===== src/rtl/mips_store_monitor.sv =====
// Self-check stage for the single-cycle MIPS core: watches the data-memory write
// bus, logs stores in a circular buffer and decides PASS, FAIL or TIMEOUT.
module mips_store_monitor #(
    parameter logic [31:0] PASS_ADDR      = 32'd84,
    parameter logic [31:0] PASS_DATA      = 32'd7,
    parameter logic [31:0] ALLOW_ADDR     = 32'd80,
    parameter int unsigned TIMEOUT_CYCLES = 1000,
    parameter int unsigned LOG_DEPTH      = 8
) (
    input  logic                         clk,
    input  logic                         reset,
    input  logic                         enable,
    input  logic                         we,
    input  logic [31:0]                  dataadr,
    input  logic [31:0]                  writedata,
    input  logic [$clog2(LOG_DEPTH)-1:0] log_rd_idx,
    output logic [31:0]                  log_rd_addr,
    output logic [31:0]                  log_rd_data,
    output logic [$clog2(LOG_DEPTH):0]   log_fill,
    output logic [15:0]                  store_count,
    output logic [31:0]                  cycle_count,
    output logic                         done,
    output logic                         pass,
    output logic                         fail,
    output logic                         timeout,
    output logic [31:0]                  fail_addr,
    output logic [31:0]                  fail_data
);

    localparam int IW = $clog2(LOG_DEPTH);
    localparam logic [IW:0] FILL_MAX    = (IW+1)'(LOG_DEPTH);
    localparam logic [31:0] TIMEOUT_VAL = 32'(TIMEOUT_CYCLES);

    typedef enum logic [2:0] {
        S_IDLE,
        S_RUN,
        S_PASS,
        S_FAIL,
        S_TIMEOUT
    } state_t;

    state_t         state_q, state_d;
    logic [IW-1:0]  wr_ptr_q, wr_ptr_d;
    logic [IW:0]    fill_q, fill_d;
    logic [15:0]    store_cnt_q, store_cnt_d;
    logic [31:0]    cyc_q, cyc_d;
    logic [31:0]    fail_addr_q, fail_addr_d;
    logic [31:0]    fail_data_q, fail_data_d;
    logic           log_we;

    logic [31:0]    log_addr_q [LOG_DEPTH];
    logic [31:0]    log_data_q [LOG_DEPTH];

    always_comb begin
        state_d     = state_q;
        wr_ptr_d    = wr_ptr_q;
        fill_d      = fill_q;
        store_cnt_d = store_cnt_q;
        cyc_d       = cyc_q;
        fail_addr_d = fail_addr_q;
        fail_data_d = fail_data_q;
        log_we      = 1'b0;

        case (state_q)
            S_IDLE: begin
                // The arming edge only changes state; the bus is not sampled.
                if (enable) state_d = S_RUN;
            end
            S_RUN: begin
                if (!enable) begin
                    state_d = S_IDLE;
                end else begin
                    if (we) begin
                        log_we   = 1'b1;
                        wr_ptr_d = wr_ptr_q + IW'(1);
                        if (fill_q != FILL_MAX) fill_d = fill_q + (IW+1)'(1);
                        if (store_cnt_q != 16'hFFFF) store_cnt_d = store_cnt_q + 16'd1;
                        if (dataadr == PASS_ADDR && writedata == PASS_DATA) begin
                            state_d = S_PASS;
                        end else if (dataadr != ALLOW_ADDR) begin
                            state_d     = S_FAIL;
                            fail_addr_d = dataadr;
                            fail_data_d = writedata;
                        end
                    end
                    cyc_d = cyc_q + 32'd1;
                    // A store verdict on this edge takes precedence over timeout.
                    if (cyc_d == TIMEOUT_VAL && state_d == S_RUN) state_d = S_TIMEOUT;
                end
            end
            default: ;
        endcase
    end

    always_ff @(posedge clk or negedge reset) begin
        if (!reset) begin
            state_q     <= S_IDLE;
            wr_ptr_q    <= '0;
            fill_q      <= '0;
            store_cnt_q <= '0;
            cyc_q       <= '0;
            fail_addr_q <= '0;
            fail_data_q <= '0;
            for (int i = 0; i < LOG_DEPTH; i++) begin
                log_addr_q[i] <= '0;
                log_data_q[i] <= '0;
            end
        end else begin
            state_q     <= state_d;
            wr_ptr_q    <= wr_ptr_d;
            fill_q      <= fill_d;
            store_cnt_q <= store_cnt_d;
            cyc_q       <= cyc_d;
            fail_addr_q <= fail_addr_d;
            fail_data_q <= fail_data_d;
            if (log_we) begin
                log_addr_q[wr_ptr_q] <= dataadr;
                log_data_q[wr_ptr_q] <= writedata;
            end
        end
    end

    assign log_rd_addr = log_addr_q[log_rd_idx];
    assign log_rd_data = log_data_q[log_rd_idx];
    assign log_fill    = fill_q;
    assign store_count = store_cnt_q;
    assign cycle_count = cyc_q;
    assign pass        = (state_q == S_PASS);
    assign fail        = (state_q == S_FAIL);
    assign timeout     = (state_q == S_TIMEOUT);
    assign done        = pass | fail | timeout;
    assign fail_addr   = fail_addr_q;
    assign fail_data   = fail_data_q;

endmodule


===== config.mk =====
export PLATFORM = sky130hd
export DESIGN_NAME = mips_store_monitor
export DESIGN_NICKNAME = d
export VERILOG_FILES = /design/src/rtl/mips_store_monitor.sv
export SDC_FILE = /design/constraint.sdc
export NUM_CORES = 1
export LEC_CHECK = 0
export CELL_PAD_IN_SITES_DETAIL_PLACEMENT = 0
export CELL_PAD_IN_SITES_GLOBAL_PLACEMENT = 1
export CORE_MARGIN = 5
export CORE_UTILIZATION = 53
export CTS_CLUSTER_SIZE = 28
export DETAILED_ROUTE_END_ITERATION = 6
export GPL_ROUTABILITY_DRIVEN = 0
export PLACE_DENSITY = 0.87
export SETUP_SLACK_MARGIN = 0.1
export SYNTH_ARGS = -nofsm -noshare
export SYNTH_HDL_FRONTEND = slang
export SYNTH_SLANG_ARGS = --single-unit
export TNS_END_PERCENT = 1

===== constraint.sdc =====
create_clock -name clk -period 4.3 [get_ports clk]
set_input_delay 0.645 -clock clk [delete_from_list [all_inputs] [get_ports clk]]
set_output_delay 0.645 -clock clk [all_outputs]
set_load 0.1 [all_outputs]

## Yosys cells after proc, flatten, opt, wreduce, memory -nomap -nowiden

Cells that the tools add are included.

| cells by class | value |
|---|---|
| $add $sub $neg | 4 |
| magnitude comparators | 3 |
| eq/ne operators | 12 |
| multiplexer cells | 22 |
| bitwise logic cells | 5 |
| reduce and logical (&&, ||, !) cells | 11 |

Operator list:

| kind | number |
|---|---|
| bitwise mux 256 bit | 2 |
| binary-select mux 32 bit (select 3 bit) | 2 |
| two-way mux 32 bit | 5 |
| demux 32 bit (select 3 bit) | 1 |
| adder 32 x 1 -> 32 bit, second input constant | 1 |
| == test 32 x 10 -> 1 bit, second input constant | 1 |
| == test 32 x 3 -> 1 bit, second input constant | 1 |
| == test 32 x 7 -> 1 bit, second input constant | 1 |
| inequality test 32 x 7 -> 1 bit, second input constant | 1 |
| two-way mux 3 bit | 8 |
| adder 16 x 1 -> 16 bit, second input constant | 1 |
| inequality test 16 bit, second input constant | 1 |
| greater-or-equal comparator 4 bit, second input constant | 2 |
| NOT 3 -> 4 bit | 2 |
| AND reduction 4 bit | 2 |
| == test 3 x 1 -> 1 bit, second input constant | 2 |
| == test 3 x 2 -> 1 bit, second input constant | 2 |
| one-hot mux 3 bit (2 select lines) | 1 |
| AND reduction 5 bit | 1 |
| adder 4 x 1 -> 4 bit, second input constant | 1 |
| < comparator 4 x 1 -> 1 bit, second input constant | 1 |
| inequality test 4 bit, second input constant | 1 |
| AND reduction 2 bit | 2 |
| adder 3 x 1 -> 3 bit, second input constant | 1 |
| 9 further kinds | 14 |

| word-level totals | value |
|---|---|
| bits in registers | 634 |
| input bits | 71 |
| output and inout port bits | 184 |
| logic and storage cells | 80 |

## Depth between registers and ports, before layout

| logic depth | value |
|---|---|
| depth in word-level cells | 11 |
| gate-level depth with buffers | 10 |
| gate-level depth less buffers | 9 |

## Least setup slack after synthesis

Ideal clock, no wire load.

| timing | value |
|---|---|
| path type | reg-to-output |
| from | reg state_q[0] |
| to | out done |
| arrival time | 3597 ps |
| required time | 3655 ps |
| setup slack | 58 ps |
| cell stages (with the launch flop) | 3 |
| path buffers | 0 |
| cells stage by stage | dfrtp_1 nor3b_1 nand2b_1 |

| between the ends | value |
|---|---|
| elaborated cells on any way between the ends | 5 |
| classes of those cells | eq/ne (3); bitwise (2) |

RTL lines:

| element | line | RTL |
|---|---|---|
| start, declared | 42 | `state_t state_q, state_d;` |
| start signal, assigned | 109 | `state_q <= state_d;` |
| == test 3 bit | 130 | `assign timeout = (state_q == S_TIMEOUT);` |
| via timeout | 25 | `output logic timeout,` |
| OR 1 bit | 131 | `assign done = pass \| fail \| timeout;` |
| end, declared | 22 | `output logic done,` |

The timed path passes the listed nets, and every way through them passes these cells.

## Final worst setup path

| timing | value |
|---|---|
| from | in dataadr[12] |
| to | reg fail_addr_q[14], in the netlist fail_addr[14] |

| between the ends | value |
|---|---|
| cells in the longest elaborated chain, start to end | 4 |
| elaborated cells on any way between the ends | 5 |
| classes of those cells | eq/ne (2); bitwise (1); reduce/logical (2) |

RTL lines:

| element | line | RTL |
|---|---|---|
| start, declared | 14 | `input logic [31:0] dataadr,` |
| == test 32 x 7 -> 1 bit | 78 | `if (dataadr == PASS_ADDR && writedata == PASS_DATA) begin` |
| logical AND 1 bit | 78 |  |
| NOT 1 bit (no line) | n/a |  |
| AND reduction 5 bit (no line) (*) | n/a |  |
| end signal, assigned | 114 | `fail_addr_q <= fail_addr_d;` |
| end, declared | 47 | `logic [31:0] fail_addr_q, fail_addr_d;` |

Every way passes the cells marked *; elsewhere a longest branch is shown, timed or not.
A chain may end at the register's enable or synchronous reset.

==> metrics.log <==
[metrics] status: completed
[metrics] Routed wire per std cell: 23.67 um
[metrics] total via count in the routed design: about 17k
[metrics] number of antenna violations at the first check in global routing: 4
[metrics] number of levels the H-tree was split into: 3
[metrics] overall fraction of global-route tracks in use: 0.2310
[metrics] synthesized flop and latch total: between 600 and 700
[metrics] standard cell core area: between 50000 and 60000 sq um
[metrics] number of placement rows: 85
[metrics] final clock skew: ~0.014 ns
[metrics] Tightest Pin Transition: 1.118 ns
[metrics] netlist area before placement: 28790 sq um
[metrics] vias per cell: roughly 6
[metrics] TritonCTS buffer count: 68
[metrics] net count after synthesis: between 1.5k and 2k
[metrics] final net count: 2173
[metrics] WP data arrival: roughly 3.7 ns
[metrics] Final Setup Violations: 0
[metrics] Post-Route Setup TNS: 0 ns
[metrics] remaining routing DRC violations: 0
[metrics] via count of the first global-routing pass: ~19k
[metrics] Post-synth top flop: dfrtp_1
[metrics] Post CTS Setup Buffer Count: 0
[metrics] Hold Vio Cnt, Final: 0
[metrics] first-pass GRT wire length: ~110 mm
[metrics] Area Growth Syn to Fin: 18.04%
[metrics] Critical Path Source Type: input pin
[metrics] cell area power density: a little over 600 nW/um^2
[metrics] total chip power: roughly 21 mW
[metrics] leading cell type in the layout, fill and taps excluded: dfrtp_1
[metrics] overflow left after global routing: 0
[metrics] worst path required time: around 4.8 ns
[metrics] clock transition at the register clock pins on the worst setup and hold paths after CTS: about 0.060 ns
[metrics] library cell used as clock root buffer: clkbuf_16
[metrics] number of different library cells in the post-synthesis netlist: 61
[metrics] critical path class: in2reg
[metrics] share of the clock period used by the worst path after layout: 0.7612
[metrics] die area: approximately 59000 sq um
[metrics] share of synthesized flip-flops with an asynchronous set or reset: 1.000
[metrics] clock latency at the later pin of the worst-skew pair: around 0.59 ns
[metrics] total detailed-routing wirelength: around 67 mm
[metrics] post-CTS resize count: 0
[metrics] starting density of the core: 0.5349
[metrics] maximum number of pins on one net before global-route repair: approximately 110
[metrics] horizontal extent of the die: between 200 and 250 um
[metrics] post-synthesis area per instance: 15.10 sq um
[metrics] number of enable-type register cells in the synthesized netlist: 0
[metrics] DR pass1 iterations: 4
[metrics] remaining max-slew budget at the tightest pin: 0.2521
[metrics] Die Span Y: 243.1 um
[metrics] RSZ-0062 raised after global routing: false
[metrics] TritonCTS clock tree: yes
[metrics] post-synthesis sequential area ratio: 0.5512
[metrics] highest attainable clock frequency: ~0.3 GHz
[metrics] number of sinks driven by the clock tree: between 600 and 700
[metrics] Post-CTS Hold Fix Bufs: 0
[metrics] fraction of layout instances using a drive strength above 1: 0.4644
[metrics] detailed placement HPWL: between 40 and 50 mm
[metrics] count of boundary I/O pins: roughly 260
[metrics] Hold Path Class: in2async
[metrics] cells after synthesis: around 1.9k
[metrics] maxcap violations: 0
[metrics] min cycle time layout: around 3.3 ns
[metrics] input/output buffers: 254
[metrics] remaining number of nets flagged by the antenna check after routing: 0
[metrics] most used cells in the layout excluding fill and tap cells: dfrtp_1 (634), mux2_2 (633), clkdlybuf4s50_1 (186)
[metrics] Lkg Pwr: roughly 16 nW
[metrics] starting DRC count in detailed routing: approximately 850
[metrics] maximum vdd ir drop: 0.6895 mV
[metrics] maximum root-to-sink buffer count: 3
[metrics] Final Max Tran Viols: 0
[metrics] top fanout value on the critical path: 30
[metrics] capturing element type of the critical path: register
[metrics] number of warnings printed during yosys synthesis: 0
[state kept, by name, summed over array words and instances, names as in the netlist]
register     flops
fail_addr       32
log_addr_q     256
fail_data       32
cycle_count     32
log_fill         4
store_count     16
wr_ptr_q         3
state_q          3
log_data_q     256
[report_power, final]
| part | total, mW | leakage, nW | internal [mW] | switching (mW) |
|---|---|---|---|---|
| Combinational | 7.39 | 6.42 | 2.46 | 4.94 |
| Sequential | 8.12 | 8.54 | 7.35 | 0.771 |
| Clock | 5.59 | 1.05 | 3.32 | 2.26 |
[critical path, stage by stage]
cell and delay [ns]:
clkdlybuf4s50_1 0.60, nor4_1 0.55, nand3_1 0.30, nor4_1 0.45
o21ai_0 0.21, nand2_4 0.32, buf_12 0.26, mux2_2 0.37
[per-layer routing]
metal,track usage,part of all wire,routed length (um)
met1,0.3180,0.44,29430
met2,0.3812,0.49,33080
met4,0.04940,0.014,929
met5,0,0.00081,54
met3,0.05468,0.053,3582
[worst paths after layout]
check | startpoint | endpoint | slack [ns] | cells after the start
worst min register to register | log_data_q[176] | log_data_q[176] | 0.48 | 1
max in group asynchronous | reset | log_data_q[54] | 2.96 | 3
worst min-delay path | reset | log_addr_q[104] | 0.1 | 1
worst max-delay path | dataadr[12] | fail_addr[14] | 1.03 | 8
worst max register to register | state_q[1] | log_data_q[207] | 1.15 | 7
min in group clk | log_data_q[176] | log_data_q[176] | 0.48 | 1
[layout make-up]
cell class / instances / area, sq um
Tap cell: 696 / 870.8
Inverter: 4 / 15.01
Timing Repair Buffer: 304 / 2954
Fill cell: 3917 / 19840
Sequential cell: 634 / 15870
Multi-Input combinational cell: 1084 / 12160
Clock inverter: 12 / 113.9
Clock buffer: 98 / 1998
Antenna cell: 2 / 5.005
[cell families (layout without fill, tap and decap cells)]
family	after synthesis	count (layout)	synth area share
buf+inv	188	418	0.02804
xor+xnor	53	53	0.01613
fa+ha+maj	6	6	0.002608
compound gates	32	32	0.007867
flops	634	634	0.5512
mux	774	774	0.3528
simple gates	219	219	0.04142
other cells	0	2	0
[cells in the mapped netlist, types with 4 or more instances]
cell type	n	area share
nand3_1	28	0.0049
dfrtp_1	634	0.55
clkbuf_1	104	0.014
nor3_1	19	0.0033
and4_1	4	0.0012
mux2_1	11	0.0043
nor2_1	39	0.0051
nand2_1	39	0.0051
xor2_1	16	0.0049
ha_1	6	0.0026
nor4_1	21	0.0046
and3_1	9	0.0020
nand4b_1	4	0.0012
xnor2_1	37	0.011
inv_1	4	0.00052
clkbuf_2	5	0.00087
mux4_2	128	0.10
nand4_1	19	0.0041
o31a_1	4	0.0012
buf_1	42	0.0055
buf_2	21	0.0037
nor3b_1	4	0.0010
buf_4	7	0.0018
mux2_2	633	0.25
o21ai_0	4	0.00070
a31oi_1	4	0.00087
a21oi_1	6	0.0010
or3_1	4	0.00087
[per-stage QoR]
step | cell area (sq um) | setup WS [ns] | hold slack [ns] | utilization | cells
after floorplan | 28790 | 0.9255 | 0.3494 | - | 1906
after global placement | 31860 | 0.4934 | 0.4625 | 0.5921 | 2722
after detailed placement | 31860 | 0.4372 | 0.4686 | 0.5921 | 2722
after CTS | 33970 | 1.020 | 0.1661 | 0.6313 | 2832
after global routing | 33970 | 0.8202 | 0.1558 | 0.6313 | 2832
final | 33980 | 1.027 | 0.09785 | 0.6314 | 2834
Power figures use the tool's default switching activity.
